<file path="src/rtl/beep_pkg.sv">
// Shared types and elaboration helpers for the beep pattern player.
// Optional feature macro used by the top: BEEP_QUEUE_EN.
package beep_pkg;

    typedef enum logic [1:0] {
        IDLE = 2'd0,
        TONE = 2'd1,
        GAP  = 2'd2
    } state_t;

    function automatic int cyc_from_ms(input int clk_freq, input int ms);
        return (clk_freq / 1000) * ms;
    endfunction

    function automatic int half_period(input int clk_freq, input int tone_hz);
        return clk_freq / (2 * tone_hz);
    endfunction

    // Bits needed to hold 0..max_count, never less than one.
    function automatic int width_of(input int max_count);
        return (max_count < 1) ? 1 : $clog2(max_count + 1);
    endfunction

endpackage

</file>
<file path="src/rtl/beep_pattern_player_tone_divider.sv">
// Square-wave generator: HALF-cycle half-period, starts high on restart,
// held low while disabled.
import beep_pkg::*;

module tone_divider #(
    parameter int HALF = 5
) (
    input  logic clk,
    input  logic rst,
    input  logic en,
    input  logic restart,
    output logic sq
);

    localparam int             PW      = width_of(HALF - 1);
    localparam logic [PW-1:0] PH_LAST = PW'(HALF - 1);

    logic [PW-1:0] r_ph;
    logic          r_sq;

    always_ff @(posedge clk or posedge rst) begin
        if (rst) begin
            r_ph <= '0;
            r_sq <= 1'b0;
        end else if (restart) begin
            r_ph <= '0;
            r_sq <= 1'b1;
        end else if (!en) begin
            r_ph <= '0;
            r_sq <= 1'b0;
        end else if (r_ph == PH_LAST) begin
            r_ph <= '0;
            r_sq <= ~r_sq;
        end else begin
            r_ph <= r_ph + 1'b1;
        end
    end

    assign sq = r_sq;

endmodule

</file>
<file path="src/rtl/beep_pattern_player.sv">
// Plays NUM_BEEPS tone bursts with silent gaps for each debounced key press.
// Define BEEP_QUEUE_EN to remember one press made while a pattern is playing.
import beep_pkg::*;

module beep_pattern_player #(
    parameter int CLK_FREQ  = 50_000_000,
    parameter int TONE_HZ   = 2_000,
    parameter int BEEP_MS   = 100,
    parameter int GAP_MS    = 100,
    parameter int NUM_BEEPS = 2
) (
    input  logic clk,
    input  logic rst,
    input  logic key_flag,
    input  logic key_value,
    output logic beep,
    output logic busy
);

    localparam int HALF     = half_period(CLK_FREQ, TONE_HZ);
    localparam int BEEP_CYC = cyc_from_ms(CLK_FREQ, BEEP_MS);
    localparam int GAP_CYC  = cyc_from_ms(CLK_FREQ, GAP_MS);
    localparam int MAX_CYC  = (BEEP_CYC > GAP_CYC) ? BEEP_CYC : GAP_CYC;
    localparam int CW       = width_of(MAX_CYC - 1);
    localparam int IW       = width_of(NUM_BEEPS - 1);

    localparam logic [CW-1:0] BEEP_LAST = CW'(BEEP_CYC - 1);
    localparam logic [CW-1:0] GAP_LAST  = CW'(GAP_CYC - 1);
    localparam logic [IW-1:0] IDX_LAST  = IW'(NUM_BEEPS - 1);

    state_t        r_state;
    state_t        w_state_n;
    logic [CW-1:0] r_cnt;
    logic [CW-1:0] w_cnt_n;
    logic [IW-1:0] r_idx;
    logic [IW-1:0] w_idx_n;
    logic          r_pend;
    logic          w_pend_n;
    logic          r_seam;
    logic          w_seam_n;
    logic          r_busy;
    logic          w_trig;
    logic          w_replay;
    logic          w_en;
    logic          w_restart;

    assign w_trig = key_flag & ~key_value;

    always_ff @(posedge clk or posedge rst) begin
        if (rst) begin
            r_state <= IDLE;
            r_cnt   <= '0;
            r_idx   <= '0;
            r_pend  <= 1'b0;
            r_seam  <= 1'b0;
            r_busy  <= 1'b0;
        end else begin
            r_state <= w_state_n;
            r_cnt   <= w_cnt_n;
            r_idx   <= w_idx_n;
            r_pend  <= w_pend_n;
            r_seam  <= w_seam_n;
            r_busy  <= (w_state_n != IDLE);
        end
    end

    always_comb begin
        w_state_n = r_state;
        w_cnt_n   = r_cnt;
        w_idx_n   = r_idx;
        w_seam_n  = 1'b0;
        w_en      = 1'b0;
        w_restart = 1'b0;
`ifdef BEEP_QUEUE_EN
        w_pend_n  = r_pend | (w_trig & (r_state != IDLE));
        w_replay  = w_pend_n;
`else
        w_pend_n  = 1'b0;
        w_replay  = 1'b0;
`endif
        unique case (r_state)
            IDLE: begin
                if (w_trig) begin
                    w_state_n = TONE;
                    w_cnt_n   = '0;
                    w_idx_n   = '0;
                    w_restart = 1'b1;
                end
            end
            TONE: begin
                // One silent cycle between a finished pattern and its replay.
                if (r_seam) begin
                    w_cnt_n   = '0;
                    w_restart = 1'b1;
                end else if (r_cnt == BEEP_LAST) begin
                    w_cnt_n = '0;
                    if (r_idx == IDX_LAST) begin
                        w_idx_n = '0;
                        if (w_replay) begin
                            w_seam_n = 1'b1;
                            w_pend_n = 1'b0;
                        end else begin
                            w_state_n = IDLE;
                        end
                    end else begin
                        w_state_n = GAP;
                        w_idx_n   = r_idx + 1'b1;
                    end
                end else begin
                    w_cnt_n = r_cnt + 1'b1;
                    w_en    = 1'b1;
                end
            end
            GAP: begin
                if (r_cnt == GAP_LAST) begin
                    w_state_n = TONE;
                    w_cnt_n   = '0;
                    w_restart = 1'b1;
                end else begin
                    w_cnt_n = r_cnt + 1'b1;
                end
            end
            default: begin
                w_state_n = IDLE;
                w_cnt_n   = '0;
                w_idx_n   = '0;
            end
        endcase
    end

    tone_divider #(
        .HALF(HALF)
    ) u_tone (
        .clk    (clk),
        .rst    (rst),
        .en     (w_en),
        .restart(w_restart),
        .sq     (beep)
    );

    assign busy = r_busy;

endmodule

</file>
<file path="config.mk">
export PLATFORM = sky130hd
export DESIGN_NAME = beep_pattern_player
export DESIGN_NICKNAME = d
export VERILOG_FILES = /design/src/rtl/beep_pkg.sv /design/src/rtl/beep_pattern_player_tone_divider.sv /design/src/rtl/beep_pattern_player.sv
export SDC_FILE = /design/constraint.sdc
export NUM_CORES = 1
export LEC_CHECK = 0
export BUFFER_PORTS_ARGS = -buffer_cell sky130_fd_sc_hd__buf_2
export CAP_MARGIN = 20
export CORE_MARGIN = 5
export CORE_UTILIZATION = 48
export DETAILED_ROUTE_END_ITERATION = 16
export PLACE_DENSITY = 0.63
export SYNTH_ARGS = -nofsm -noshare
export SYNTH_HDL_FRONTEND = slang
export SYNTH_SLANG_ARGS = --single-unit
</file>
<file path="constraint.sdc">
create_clock -name clk -period 2.2 [get_ports clk]
set_input_delay 0.22 -clock clk [delete_from_list [all_inputs] [get_ports clk]]
set_output_delay 0.22 -clock clk [all_outputs]
set_load 0.02 [all_outputs]
</file>
-- Word level (Yosys, flattened, before mapping)
Index checks and enable logic that the tools add are counted.
- register bits: 42
- bits in latches: 0
- bits in writable memories: 0
- bits in read-only memories: 0
- input port bits: 4
- output and inout bits: 2
- logic and storage cells: 47
- memories: 0
- add/subtract/negate cells: 3
- multipliers: 0
- divide/modulo/power cells: 0
- $lt $le $gt $ge: 0
- equality and inequality tests: 7
- shift-type cells: 0
- multiplexer cells: 23
- bitwise gates (word level): 4
- reduce and logical (&&, ||, !) cells: 4
- operators with widths (operator ; count):
    $mux 23 ; 2
    $pmux 23 s2 ; 1
    $mux 14 ; 3
    $add 23x1->23 const B ; 1
    $eq 23x23->1 const B ; 1
    $add 14x1->14 const B ; 1
    $eq 14x14->1 const B ; 1
    $mux 1 ; 10
    $mux 2 ; 4
    $pmux 2 s3 ; 1
    $ne 2x2->1 const B ; 2
    $ne 3x3->1 const B ; 1
    $not 1->1 ; 3
    $pmux 1 s3 ; 1
    $reduce_and 3->1 ; 1
    $eq 2x1->1 const B ; 1
    $eq 2x2->1 const B ; 1
    $logic_not 2->1 ; 1
    $pmux 1 s2 ; 1
    $reduce_bool 2->1 ; 1
    $reduce_or 2->1 ; 1
    $add 1x1->1 const B ; 1
    $and 1x1->1 ; 1

-- Logic depth before layout (Yosys ltp)
Gate-level depths: netlist (run 1).
- word-level depth: 5
- gate-level depth with buffers: 8

-- Hierarchy
Synthesis (run 1) repeated with hierarchy kept, for this count alone.
- cells, all modules: 245
- area total of the unflattened synthesis: 2344.7 µm²
- by module, submodules not included (module ; times used ; cells each ; area each (µm²) ; seq. area each (µm²)):
    beep_pattern_player ; 1 ; 171 ; 1601.5 ; 675.6
    tone_divider ; 1 ; 74 ; 743.2 ; 375.4

-- Worst setup path after synthesis (run 1)
OpenSTA, ideal clock, no wires.
- path type: reg2reg
- start: reg r_state[0]
- end: reg r_cnt[19]
- arrival: 1736 ps
- required time: 2079 ps
- slack: 342 ps
- stages on the path, launching flop included: 8
- path buffers: 1
- cell sequence: dfrtp_1 inv_1 ha_1 a2111o_1 buf_6 nor4_1 xnor2_1 nor2_1
- cells in the longest elaborated chain, start to end: 3
- elaborated cells on any way between the ends: 6
- RTL lines (what ; RTL line ; RTL):
    start, declared ; beep_pattern_player.sv:31 ; state_t r_state;
    start signal, assigned ; beep_pattern_player.sv:58 ; r_state <= w_state_n;
    $eq 2x2->1 or $eq 2x1->1 (tied branches) ; beep_pattern_player.sv:81 ; unique case (r_state)
    $reduce_or 2->1 (no line) ; -- ;
    $pmux 23 s2 ; beep_pattern_player.sv:81 ;
    end signal, assigned ; beep_pattern_player.sv:59 ; r_cnt <= w_cnt_n;
    end, declared ; beep_pattern_player.sv:33 ; logic [CW-1:0] r_cnt;
Parallel ways exist; a longest one is shown, timed or not.
A chain may end at the register's enable or synchronous reset.

-- Final worst setup path (run 1)
- start: reg r_cnt[0]
- end: reg r_busy, in the netlist busy
- cells in the longest elaborated chain, start to end: 4
- elaborated cells on any way between the ends: 5
- RTL lines (what ; RTL line ; RTL):
    $eq 23x23->1 * ; beep_pattern_player.sv:95, beep_pattern_player.sv:115 ;
    $mux 2, on equally long branches ; beep_pattern_player.sv:115, beep_pattern_player.sv:95 ;
    $pmux 2 s3 * ; beep_pattern_player.sv:81 ;
    $reduce_bool 2->1 * ; beep_pattern_player.sv:63 ; r_busy <= (w_state_n != IDLE);
    end signal, assigned ; beep_pattern_player.sv:63 ;
    end, declared ; beep_pattern_player.sv:41 ; logic r_busy;
Mark *: on every way between the ends. The rest lies on a longest branch, timed or not.

==> out/results.env, run 1 <==
SYNTH_ENABLE_FLOP_CELLS=0
DPL.CELL_COUNT=294
FINAL.PERIOD_UTILIZATION=0.895
SYNTH.CELLS.MOST_FREQUENT='42 x sky130_fd_sc_hd__dfrtp_1, 39 x sky130_fd_sc_hd__nor2_1, 21 x sky130_fd_sc_hd__nand2_1, 17 x sky130_fd_sc_hd__xor2_1, 16 x sky130_fd_sc_hd__xnor2_1'
CLOCK_PATH_BUFFERS=2
DRTPASS1ITERATIONS=4
DP.FINAL_HPWL_MM=2.95
DIE_H_UM=78.6
SYN_NETS=245
LAYOUT_MIN_CYCLE_TIME_NS=1.97
FF_TO_FF_PATH_DEPTH=6
R2R_END='busy'
VIA_COUNT_OF_THE_FIRST_GLOBAL_ROUTING_PASS=1657
PLACEMENT.IO_BUFFERS=5
WORSTSETUPSTARTPOINTTYPE='flip-flop'
SYNTH.LARGEST_AREA_CELL='sky130_fd_sc_hd__dfrtp_1'
GRT.OVERFLOW.TOTAL=0
GROUTE.USAGE.OVERALL=0.157
POST_SYNTH_INSTANCE_AREA_UM2=2260
FINALSETUPVIOLATIONS=0
WORSTMARGINPINSLEW_NS=0.518
STATIC-LEAKAGE-POWER_nW=1.05
DESIGN.CORE.AREA_UM2=4660
SYNTH.DISTINCT_CELLS=41
WORST_SKEW_PAIR.LATE_LATENCY_NS=0.29
STATUS='finished clean'
TRITONCTS='done'
FINAL.SETUP_SKEW_NS=0.00883
CTS_INSERTED_BUFFERS=5
SYNTH-WARNING-COUNT=0
FF2FF_SETUP_SLACK_NS=0.23
GRT_FIRST_PASS_WIRELENGTH_MM=7.73
POST_SYNTH.CELL_AREA_AVG_UM2=9.62
INSERTEDDIODECOUNT=0
VDD_DROP_MAX_uV=364
MAXCAPVIOLATIONS=0
PATH_CLK_SLEW_NS=0.08
ACHIEVABLE-FREQUENCY_MHz=508
CRIT_REQUIRED_NS=2.42
POST-SYNTH-TOP-COUNT-CELL='sky130_fd_sc_hd__dfrtp_1'
SYNTH_TOP_FLOP_CELL='sky130_fd_sc_hd__dfrtp_1'
DIE_W_UM=78.6
YOSYS_REG_BITS=42
POSTSYNTHCELLCOUNT=235
FINALNETCOUNT=257
REPORT.FINAL.SLEW_VIOL_COUNT=0
SEQ_AREA_FRAC_SYNTH=0.465
ROW_COUNT=25
DRT_FIRST_ITER_VIOLATIONS=73
DRIVE_GT1_FRAC=0.125
DRC=0
YS_ASYNC_SR_FRACTION=1.00
ARRIVAL_TIME_REPORTED_FOR_THE_CRITICAL_PATH_ENDPOINT_NS=2.19
HOLD_PATH.CLASS='input pin to async pin'
MAX-SLEW-MARGIN-REL=0.655
NUMCLOCKSINKS=42
TIMING_WORST_SETUP_PATH_TYPE='flip-flop to flip-flop'
FINAL_CORE_UTIL=0.531
GLOBALPLACE.CONGESTION=0.841
BOUNDARYPINS=6
TIMING.RR.START='r_cnt[0]'
DIEAREA_UM2=6180
CTS_HOLD_REPAIR.BUFFERS=0
GRT_SETUP_UNREPAIRED='no'
ROUTED_WL_MM=4.14
CRITICAL_PATH_CELL_BY_CELL='ha_1, nand4_4, nand4b_1, or2_4, o311a_1, a31oi_1'
VIA_COUNT=1632
SYNTH_TOP_AREA_SHARE=0.465
HTREE_NUM_LEVELS=2
CRIT_PATH_MAX_FANOUT=10
SETUP_TOTAL_NEGATIVE_SLACK_NS=0
WL_PER_CELL_UM=13.7
MAXIMUM_NUMBER_OF_PINS_ON_ONE_NET_BEFORE_GLOBAL_ROUTE_REPAIR=43
FINALNONFILLERCELLS=302
CLOCK-ROOT-BUFFER='sky130_fd_sc_hd__clkbuf_8'
SYNTHTOLAYOUTAREAGROWTH_PCT=9.46
CRIT_PATH_MAX_INCR_DELAY_NS=0.38
POSTROUTEANTENNANETS=0
SLOWEST_STAGE='sky130_fd_sc_hd__dfrtp_1'
SYNTH.TOP_CELLS.BY_AREA='sky130_fd_sc_hd__dfrtp_1 46%, sky130_fd_sc_hd__xor2_1 6.6%, sky130_fd_sc_hd__nor2_1 6.5%'
POWER-PER-CELL-AREA_nW_PER_UM2=784
GRT_ANTENNA_BEFORE_REPAIR=0
ROUTED_VIA_DENSITY=5.40
FLOORPLAN.INITIALDENSITY=0.485
CRIT_PATH_END_KIND='flip-flop'
TIMING.FINAL.HOLD_VIOLATIONS=0
-- layout by cell type (no fill, tap or decap), types with 5 or more instances in the layout --
master,n
sky130_fd_sc_hd__nand3_1,15
sky130_fd_sc_hd__clkbuf_8,6
sky130_fd_sc_hd__nand2_1,21
sky130_fd_sc_hd__inv_1,11
sky130_fd_sc_hd__nor4_1,6
sky130_fd_sc_hd__ha_1,6
sky130_fd_sc_hd__xor2_1,17
sky130_fd_sc_hd__dfrtp_1,42
sky130_fd_sc_hd__nor3_1,9
sky130_fd_sc_hd__nor2_1,39
sky130_fd_sc_hd__xnor2_1,16
sky130_fd_sc_hd__nand4_1,7
sky130_fd_sc_hd__buf_4,7
sky130_fd_sc_hd__o21ai_0,5
sky130_fd_sc_hd__buf_2,5
-- how the worst max path moves through the flow --
stage	start	endpoint	slack (ns)
6_report	r_cnt[0]	busy	0.23
5_1_grt	r_cnt[0]	busy	0.07
4_1_cts	r_cnt[0]	r_cnt[6]	0.12
3_5_place_dp	r_cnt[0]	busy	0.14
3_3_place_gp	r_cnt[0]	r_cnt[8]	0.18
2_1_floorplan	r_state[0]	r_cnt[19]	0.34
-- through the flow --
step,setup WS (ns),instance area (µm²),hold WS [ns],total power [mW]
5_1_grt,0.0651,2470,0.107,2.09
3_3_place_gp,0.180,2380,0.380,1.45
6_report,0.232,2470,0.0496,1.94
2_1_floorplan,0.342,2260,0.463,1.28
3_5_place_dp,0.136,2380,0.392,1.45
4_1_cts,0.123,2470,0.0663,1.97
-- repair_timing --
| item | in CTS | in global routing |
|---|---|---|
| gates resized for setup | 0 | 1 |
| setup buffers | 0 | 0 |
| endpoints found under the setup margin | 0 | 21 |
| hold endpoints to repair | 0 | 0 |
-- logic make-up (layout without fill, tap and decap cells) --
family                     count (synthesis)  in the layout  synth area share
AOI/OAI and AO/OA                         16             16            0.0587
xor gates and xnor gates                  33             33             0.128
adders and majority gates                  6              6            0.0332
buffers and inverters                     19             32            0.0398
DFF                                       42             42             0.465
and+or+nand+nor                          119            119             0.276
-- state kept, by name, indices dropped and copies added, names as in the netlist --
| signal | flops |
|---|---|
| r_cnt | 23 |
| busy | 1 |
| r_state | 2 |
| r_idx | 1 |
| u_tone.r_ph | 14 |
| u_tone.sq | 1 |
-- power breakdown --
part           internal, mW  switching (mW)
sequential            0.840          0.0589
clock                 0.252           0.259
combinational         0.193           0.336
total                  1.29           0.654
-- worst max-delay path: cells and delay by family, from the launching register on --
family | cells | cell delay (ns)
DFF | 1 | 0.38
adders and majority gates | 1 | 0.27
and+or+nand+nor | 3 | 0.75
AOI/OAI and AO/OA | 2 | 0.48
-- layout make-up --
class	instances	area, µm²
Timing Repair Buffer	13	97.6
Clock inverter	2	12.5
Clock buffer	6	82.6
Multi-Input combinational cell	174	1120
Fill cell	425	2190
Sequential cell	42	1050
Inverter	11	41.3
Tap cell	54	67.6
-- routing by layer --
layer / vias to the layer above / GRT usage / part of all wire / wire, µm
met5: - / 0 / 0 / 0
met4: 0 / 0.0507 / 0.010 / 43
met3: 5 / 0.0424 / 0.050 / 208
met2: 32 / 0.251 / 0.47 / 1940
met1: 770 / 0.206 / 0.47 / 1950
li1: 825 / - / - / -
Power figures use the tool's default switching activity.
==> inputs of run 2 (changes only) <==
- HOLD_SLACK_MARGIN: unset -> 0.1
- MAX_ROUTING_LAYER: unset -> met4
==> run 2 against run 1 <==
Net effect: flip-flop and latch count is the same; first-iteration DRC count grew 9.6%; total power grew 0.11%; non-clock buffer count grew 1; wire length grew 0.24%; cell area grew 0.40%; clock skew grew 0.00052 ns; critical path type unchanged; largest cell class unchanged.
==> out/results.env, run 2 (synthesized netlist as in run 1, its figures left out) <==
STATUS='finished clean'
SETUP_TOTAL_NEGATIVE_SLACK_NS=0
ARRIVAL_TIME_REPORTED_FOR_THE_CRITICAL_PATH_ENDPOINT_NS=2.19
CRIT_REQUIRED_NS=2.42
STATIC-LEAKAGE-POWER_nW=1.06
DPL.CELL_COUNT=294
ACHIEVABLE-FREQUENCY_MHz=508
GRT_USE_MET1=0.206
POST-CTS-SETUP-BUFFER-COUNT=0
GRT_ANTENNA_BEFORE_REPAIR=0
GRT_FIRST_PASS_WIRELENGTH_MM=7.75
LARGEST_REGISTERS='r_cnt x23, u_tone.r_ph x14, r_state x2'
FF2FF_SETUP_SLACK_NS=0.23
WORSTSETUPSTARTPOINTTYPE='flip-flop'
WORSTMARGINPINSLEW_NS=0.516
LAYOUT_MIN_CYCLE_TIME_NS=1.97
CRIT_PATH_MAX_INCR_DELAY_NS=0.38
TRITONCTS='done'
HOLD_PATH.CLASS='input pin to flip-flop'
VDD_DROP_MAX_uV=363
R2R_END='busy'
MOST_FREQUENT_STANDARD_CELL_IN_THE_LAYOUT_EXCLUDING_FILL_AND_TAP_CELLS='sky130_fd_sc_hd__dfrtp_1'
MAXCAPVIOLATIONS=0
MIN_DELAY_PATH_DEPTH=5
DIE_W_UM=78.6
PATH_CLK_SLEW_NS=0.08
CLOCK_PATH_BUFFERS=2
GRT.OVERFLOW.TOTAL=0
POWER-PER-CELL-AREA_nW_PER_UM2=782
GLOBALPLACE.CONGESTION=0.854
DIEAREA_UM2=6180
MAX-SLEW-MARGIN-REL=0.656
USE_MET2=0.252
SYNTHTOLAYOUTAREAGROWTH_PCT=9.91
REPORT.FINAL.SLEW_VIOL_COUNT=0
TIMING_WORST_SETUP_PATH_TYPE='flip-flop to flip-flop'
FINAL.SETUP_SKEW_NS=0.00935
GRT_SETUP_UNREPAIRED='no'
CRIT_PATH_END_KIND='flip-flop'
CRITICAL_PATH_BUF_INV_COUNT=0
VIA_COUNT=1627
DRC=0
NUMCLOCKSINKS=42
MAXIMUM_NUMBER_OF_PINS_ON_ONE_NET_BEFORE_GLOBAL_ROUTE_REPAIR=43
CRITICAL_PATH_CELL_BY_CELL='ha_1, nand4_4, nand4b_1, or2_4, o311a_1, a31oi_1'
COMMONEST_NON_FILL_NON_TAP_CELLS_IN_THE_LAYOUT='42 x sky130_fd_sc_hd__dfrtp_1, 39 x sky130_fd_sc_hd__nor2_1, 21 x sky130_fd_sc_hd__nand2_1'
CTS_INSERTED_BUFFERS=5
VIA_COUNT_OF_THE_FIRST_GLOBAL_ROUTING_PASS=1660
DRT_FIRST_ITER_VIOLATIONS=80
REGMOSTFLOPS='r_cnt'
CLOCK-ROOT-BUFFER='sky130_fd_sc_hd__clkbuf_8'
ROUTED_VIA_DENSITY=5.37
HTREE_NUM_LEVELS=2
DRIVE_GT1_FRAC=0.124
ROW_COUNT=25
GROUTE.USAGE.OVERALL=0.162
ROUTED_WL_MM=4.15
DP.FINAL_HPWL_MM=2.95
LARGEST_REG_FLOPS=23
WL_PER_CELL_UM=13.7
FF_TO_FF_PATH_DEPTH=6
SLOWEST_STAGE='sky130_fd_sc_hd__dfrtp_1'
GRT_USE_MET3=0.0424
POSTROUTEANTENNANETS=0
TIMING.FINAL.HOLD_VIOLATIONS=0
GR-MAX-USAGE-LAYER='met2'
INSERTEDDIODECOUNT=0
FINALNETCOUNT=258
WORST_SKEW_PAIR.LATE_LATENCY_NS=0.29
PLACEMENT.IO_BUFFERS=5
TIMING.RR.START='r_cnt[0]'
FINALNONFILLERCELLS=303
DIE_H_UM=78.6
WORST_PATH_DOMINANT_CELL_FAMILY='simple AND/OR/NAND/NOR gates'
CRIT_PATH_MAX_FANOUT=10
HOLD_PATH.STARTPOINT='key_flag'
FINALSETUPVIOLATIONS=0
FINAL.PERIOD_UTILIZATION=0.895
BOUNDARYPINS=6
FINAL.FILL_COUNT=425
DESIGN.CORE.AREA_UM2=4660
FLOORPLAN.INITIALDENSITY=0.485
DRTPASS1ITERATIONS=4
HOLD-PATH-ENDPOINT='r_cnt[0]'
==> run 2: worst min-delay path: cells and delay by family <==
family                 cells  cell delay, ns
AOI/OAI and AO/OA          1            0.07
buffers and inverters      1            0.12
and+or+nand+nor            3            0.28
==> run 2: worst max-delay path by stage <==
stage	startpoint	endpoint	depth (start not counted)
3_3_place_gp	r_cnt[0]	r_cnt[8]	7
3_5_place_dp	r_cnt[0]	busy	6
2_1_floorplan	r_state[0]	r_cnt[19]	7
4_1_cts	r_cnt[0]	r_cnt[6]	7
6_report	r_cnt[0]	busy	6
5_1_grt	r_cnt[0]	busy	6
==> run 2: layout make-up <==
| class | count | area, µm² | share of cell area |
|---|---|---|---|
| clock buffers | 6 | 82.6 | 0.0332 |
| clock inverters | 2 | 12.5 | 0.00504 |
| inverters | 11 | 41.3 | 0.0166 |
| multi-input cells | 174 | 1120 | 0.452 |
| flip-flops and latches | 42 | 1050 | 0.423 |
| well taps | 54 | 67.6 | 0.0272 |
| repair buffers | 14 | 108 | 0.0433 |
==> run 2: where the power goes <==
group / leakage, nW / internal [mW] / switching, mW / total [mW]
clock network: 0.0472 / 0.252 / 0.259 / 0.512
registers: 0.577 / 0.840 / 0.0594 / 0.900
logic: 0.434 / 0.194 / 0.336 / 0.531
==> run 2: routing by layer <==
layer | vias to the layer above | wire [µm]
met5 | - | 0
met4 | 0 | 43
met3 | 5 | 155
met2 | 19 | 1940
met1 | 775 | 2010
li1 | 828 | -
==> run 2: timing repair <==
action,in CTS,in global routing
hold buffers,1,0
setup endpoints to repair,0,21
endpoints found under the hold margin,42,0
gates resized for setup,0,1
==> run 2: stage by stage <==
stage / hold WS [ns] / area, µm² / worst slack [ns] / utilization / power [mW]
after floorplan: 0.463 / 2260 / 0.342 / - / 1.28
after global placement: 0.380 / 2380 / 0.180 / 0.510 / 1.45
after detailed placement: 0.392 / 2380 / 0.136 / 0.510 / 1.45
after CTS: 0.436 / 2480 / 0.123 / 0.533 / 1.97
after global routing: 0.490 / 2480 / 0.0651 / 0.533 / 2.09
final: 0.431 / 2480 / 0.232 / 0.533 / 1.94
